File: config.mk
export PLATFORM = sky130hd
export DESIGN_NAME = dut_result_cmp
export DESIGN_NICKNAME = d
export VERILOG_FILES = /design/src/rtl/chiptester_pkg.sv /design/src/rtl/dut_result_cmp.sv
export SDC_FILE = /design/constraint.sdc
export NUM_CORES = 1
export LEC_CHECK = 0
export ABC_AREA = 1
export CAP_MARGIN = 20
export CORE_MARGIN = 3
export CORE_UTILIZATION = 22
export DETAILED_ROUTE_END_ITERATION = 12
export GPL_TIMING_DRIVEN = 0
export PLACE_DENSITY_LB_ADDON = 0.1
export SYNTH_ARGS = -nofsm -noshare
export SYNTH_HDL_FRONTEND = slang
export SYNTH_SLANG_ARGS = --single-unit
File: constraint.sdc
create_clock -name vclk -period 0.8
set_input_delay 0.16 -clock vclk [all_inputs]
set_output_delay 0.16 -clock vclk [all_outputs]
set_load 0.01 [all_outputs]
File: src/rtl/chiptester_pkg.sv
// Shared widths, word field offsets and FSM encoding for the chip-tester result checker.
package chiptester_pkg;

  localparam int RTF_WIDTH   = 24;
  localparam int CYCLE_RANGE = 5;
  localparam int IDX_WIDTH   = 16;

  localparam int RF_WIDTH = RTF_WIDTH + CYCLE_RANGE + 1;
  localparam int EF_WIDTH = 2 * RTF_WIDTH + CYCLE_RANGE;
  localparam int LF_WIDTH = IDX_WIDTH + RTF_WIDTH + CYCLE_RANGE + 1;

  // RES_FIFO word {result, cycle, timeout}
  localparam int RF_TO_BIT  = 0;
  localparam int RF_CYC_LSB = 1;
  localparam int RF_RES_LSB = 1 + CYCLE_RANGE;

  // EXP_FIFO word {mask, expected, exp_cycle}
  localparam int EF_CYC_LSB  = 0;
  localparam int EF_EXP_LSB  = CYCLE_RANGE;
  localparam int EF_MASK_LSB = CYCLE_RANGE + RTF_WIDTH;

  // LOG_FIFO word {index, result, cycle, timeout}: the low bits are a RES_FIFO word verbatim
  localparam int LF_IDX_LSB = RF_WIDTH;

  typedef enum logic [2:0] {
    ST_IDLE    = 3'd0,
    ST_FETCH   = 3'd1,
    ST_COMPARE = 3'd2,
    ST_LOG     = 3'd3,
    ST_DONE    = 3'd4
  } state_e;

endpackage

File: src/rtl/dut_result_cmp.sv
// Result-vs-expected compare. Operands are the legacy FIFO q registers, stable from the cycle
// after the read until the next read. Define RESCHK_CYCLE_CMP_EN to also check trigger latency.
module dut_result_cmp
  import chiptester_pkg::*;
(
  input  logic [RF_WIDTH-1:0] rf_word_i,
  input  logic [EF_WIDTH-1:0] ef_word_i,
  output logic                fail_o
);

  logic [RTF_WIDTH-1:0]   result;
  logic [RTF_WIDTH-1:0]   expected;
  logic [RTF_WIDTH-1:0]   mask;
  logic [CYCLE_RANGE-1:0] cycle;
  logic [CYCLE_RANGE-1:0] exp_cycle;
  logic                   timeout;
  logic                   data_fail;

  assign result    = rf_word_i[RF_RES_LSB +: RTF_WIDTH];
  assign cycle     = rf_word_i[RF_CYC_LSB +: CYCLE_RANGE];
  assign timeout   = rf_word_i[RF_TO_BIT];
  assign expected  = ef_word_i[EF_EXP_LSB +: RTF_WIDTH];
  assign mask      = ef_word_i[EF_MASK_LSB +: RTF_WIDTH];
  assign exp_cycle = ef_word_i[EF_CYC_LSB +: CYCLE_RANGE];

  assign data_fail = (|((result ^ expected) & mask)) | timeout;

`ifdef RESCHK_CYCLE_CMP_EN
  assign fail_o = data_fail | (cycle != exp_cycle);
`else
  // Cycle fields are carried but deliberately ignored in this build.
  logic [2*CYCLE_RANGE-1:0] unused_cycles;
  assign unused_cycles = {cycle, exp_cycle};
  assign fail_o        = data_fail;
`endif

endmodule

== After elaboration in Yosys (flattened, before gate mapping) ==
Cells that the tools add are included.

* Bitwise gates (word level): 3
* Reductions and logical operators: 1

{| class="wikitable"
|+ Operators by type and width
! cell !! number
|-
| $and 24x24->24 || 1
|-
| $reduce_or 24->1 || 1
|-
| $xor 24x24->24 || 1
|-
| $or 1x1->1 || 1
|}

* Register bits after elaboration: 0
* Logic and storage cells: 4

== Depth between registers and ports, before layout ==
* Depth after elaboration: 4
* Depth in mapped cells: 8
* Mapped depth without buffers: 8

== Least setup slack after synthesis ==
No wires, ideal clock.

* Kind: input to output
* Start point: input port ef_word_i[9]
* End point: output port fail_o
* Arrival: 673 ps
* Required time: 640 ps
* Path slack: -33 ps
* Cell stages on the path: 5
* Path buffers: 0
* Cells stage by stage: or2_0 > nand3_1 > nand4_1 > nor2_1 > nand2_1

* Longest elaborated chain between the ends: 4

{| class="wikitable"
|+ RTL lines
! item !! RTL line !! source
|-
| start: declaration || dut_result_cmp.sv:7 || <nowiki>input logic [EF_WIDTH-1:0] ef_word_i,</nowiki>
|-
| $xor 24x24->24 || dut_result_cmp.sv:26 || <nowiki>assign data_fail = (|((result ^ expected) & mask)) | timeout;</nowiki>
|-
| $and 24x24->24 || dut_result_cmp.sv:26 ||
|-
| $reduce_or 24->1 || dut_result_cmp.sv:26 ||
|-
| $or 1x1->1 || dut_result_cmp.sv:26 ||
|-
| end: declaration || dut_result_cmp.sv:8 || <nowiki>output logic fail_o</nowiki>
|}

Every way passes these cells.

== Final worst setup path ==
* Start point: input port rf_word_i[20]
* End point: output port fail_o

* Longest elaborated chain between the ends: 4

{| class="wikitable"
|+ RTL lines
! item !! RTL line !! source
|-
| start: declaration || dut_result_cmp.sv:6 || <nowiki>input logic [RF_WIDTH-1:0] rf_word_i,</nowiki>
|-
| $xor 24x24->24 || dut_result_cmp.sv:26 ||
|-
| $and 24x24->24 || dut_result_cmp.sv:26 ||
|-
| $reduce_or 24->1 || dut_result_cmp.sv:26 ||
|-
| $or 1x1->1 || dut_result_cmp.sv:26 ||
|}

Every way passes these cells.

==> impl_results.md <==
- Syn_nets: around 220
- DR DRC count: 0
- Critical Path Source Type: input port
- Synth Warn #: 0
- Sequential area share after synthesis: 0
- Hold wc startpoint: ef_word_i[31]
- Placer Congestion: roughly 0.70
- Crit share post-route: 1.35
- DP Area: approximately 1300 µm²
- Hold endpoint: fail_o
- DR vias: a little under 1k
- CP max stage cell: buf_6
- Cells after DPL: ~240
- Ant. Diodes: 0
- RSZ-0062 raised after global routing: yes
- Simple-gate share of the synthesized area: 0.728
- Synth top area share: 0.384
- Min setup slack post-route: -0.279 ns
- Post-synth top area cell: nand2_1
- Worst slew pin tran: just under 0.09 ns
- Fraction of layout cells with a size suffix above 1: 0.371
- Cell mode on critical path: nand2_1
- Sequential power share: 0
- First DRT Iteration DRCs: 25
- Clk pwr share: 0
- Antenna violations before repair: 0
- Avg WL per Cell: 8.94 µm
- Register area: 0 µm²
- CLK BUF: 0
- TritonRoute pass-1 iters: 4
- First-pass GRT wire length: roughly 3500 µm
- Leakage power: 0.775 nW
- Min Clock Period, post-route: approximately 1.1 ns
- FF+latch count: 0
- CP max stage delay: ~0.12 ns
- Peak supply drop: approximately 0.21 mV
- Number of global-route vias before repair: 925
- Synth-to-layout area growth: 121%
- Die span in y: approximately 56 µm
- Total power: around 0.5 mW
- Io pins: 84
- # fillers: between 200 and 300
- Rows: 17
- Mapped Avg Cell Area: 4.09 µm²
- Most instantiated library cell after synthesis: nand2_1
- Fin cells: about 240
- Final setup vio count: 1
- Largest family of logic cells by synthesized area: simple AND/OR/NAND/NOR gates
- I/O Buffers: 74
- Largest net degree at the start of global routing: 3
- Worst-path fanout max: 2
- Pwr per Cell Area: a little over 400 nW/µm²
- Adder-cell share of the synthesized area: 0
- Final Cell Area: 1230 µm²
- Synthesized area: 557 µm²
- Core area: approximately 2300 µm²
- Top cells by area, synth: nand2_1 (38%), inv_1 (26%), nand3_1 (15%), nor2_1 (11%), nand3_2 (5.4%)
- Gate power share: 1.000
- CP Data Required Time: ~0.64 ns
- Final hold violations: 0
- DRT antenna net count: 0
- GR Overflow Total: 0
- Starting Density: 0.242
- Slew margin rel.: 0.941
- Cells after Synth: roughly 140
- Critical path type: in -> out
- Hold WC Path Type: in -> out
- Hold Path Cell Cnt: 8
- Final Max Tran Viols: 0
- Fin nets: 295
- Switching power: roughly 0.2 mW
- Die area: 3170 µm²
- Fmax: 0.927 GHz
- Area fraction in compound gates after synthesis: 0.00899
- Post-synthesis mux area share: 0
- Sw Ratio: 0.400
- Total GRT Usage: 0.125
- CP arrival: around 0.92 ns
- Failing checks: setup timing
- P_int: roughly 0.30 mW
- Crit end category: primary output
- Final wirelength: 2130 µm
- Vias per Instance: 4.17
- Xor-xnor portion of the synthesized cell area: 0
- Max-Cap Viols: 0
- Hpwl dp: between 1500 and 2000 µm
- Die Wd: 56.3 µm
- Synth cell types: 8
- Synth cell count leaders: nand2_1 (57), inv_1 (39), nand3_1 (17), nor2_1 (17), nand3_2 (3)
- CP cell instances: buf_2 -> inv_1 -> nand2_1 -> nand3_1 -> nand2_1 -> nor2_1 -> nand2_1 -> nor2_1 -> nand2_1 -> buf_6
- Cts hold-fix bufs: 0
- Status: complete, but fails checks
area by class of cell:
class,count,area (µm²),area share
repair buffers,74,599,0.486
multi-input cells,97,449,0.364
inverters,39,149,0.121
well taps,28,35.0,0.0284
worst max-delay path by stage:
stage | slack, ns | endpoint | cells after the start | start
after floorplan | -0.01 | fail_o | 5 | ef_word_i[9]
after global placement | -0.99 | fail_o | 9 | rf_word_i[9]
after detailed placement | -0.99 | fail_o | 9 | rf_word_i[8]
after CTS | -0.30 | fail_o | 7 | rf_word_i[10]
after global routing | -0.39 | fail_o | 10 | rf_word_i[8]
final | -0.28 | fail_o | 10 | rf_word_i[20]
worst max-delay path, delay by kind of cell:
kind                   cells  cell delay (ns)
buffers and inverters      3             0.26
AND/OR/NAND/NOR            7             0.48
cell families after synthesis:
kind of cell | count (synthesis)
buffers and inverters | 39
AO/OA/AOI/OAI | 1
AND/OR/NAND/NOR | 96
metrics by stage:
stage / util / hold slack (ns) / setup TNS, ns / setup WS [ns]
finish: 0.536 / 0.828 / -0.279 / -0.279
global route: 0.536 / 0.865 / -0.389 / -0.389
CTS: 0.511 / 0.845 / -0.297 / -0.297
detailed placement: 0.580 / 1.51 / -0.991 / -0.991
global placement: 0.580 / 1.51 / -0.987 / -0.987
floorplan: - / 0.557 / -0.0125 / -0.0125
metal layers:
metal,track usage,vias up,wire length [µm]
li1,-,543,-
met1,0.137,407,797
met2,0.265,43,1160
met3,0.0115,0,170
met4,0,0,0
met5,0,-,0
what timing repair did:
item / 4_1_cts / 5_1_grt
setup endpoints to repair: 1 / 1
buffers inserted: 0 / 0
gates resized for setup: 230 / 39
pin swaps: 71 / 37
cell usage in the layout (no fill, tap or decap), drive strengths merged:
cell / count
nand4: 1
inv: 39
o21ai: 1
nand3: 20
buf: 42
or2: 1
nand2: 57
clkdlybuf4s15: 20
dlygate4sd2: 6
clkbuf: 6
nor2: 17
power groups by stage:
stage          Clock (mW)  Combinational (mW)  Sequential (mW)
6_report                0               0.502                0
5_1_grt                 0               0.565                0
4_1_cts                 0               0.468                0
3_5_place_dp            0               0.577                0
3_3_place_gp            0               0.559                0
2_1_floorplan           0               0.171                0
Note: power is estimated with default switching activity, not from simulation.
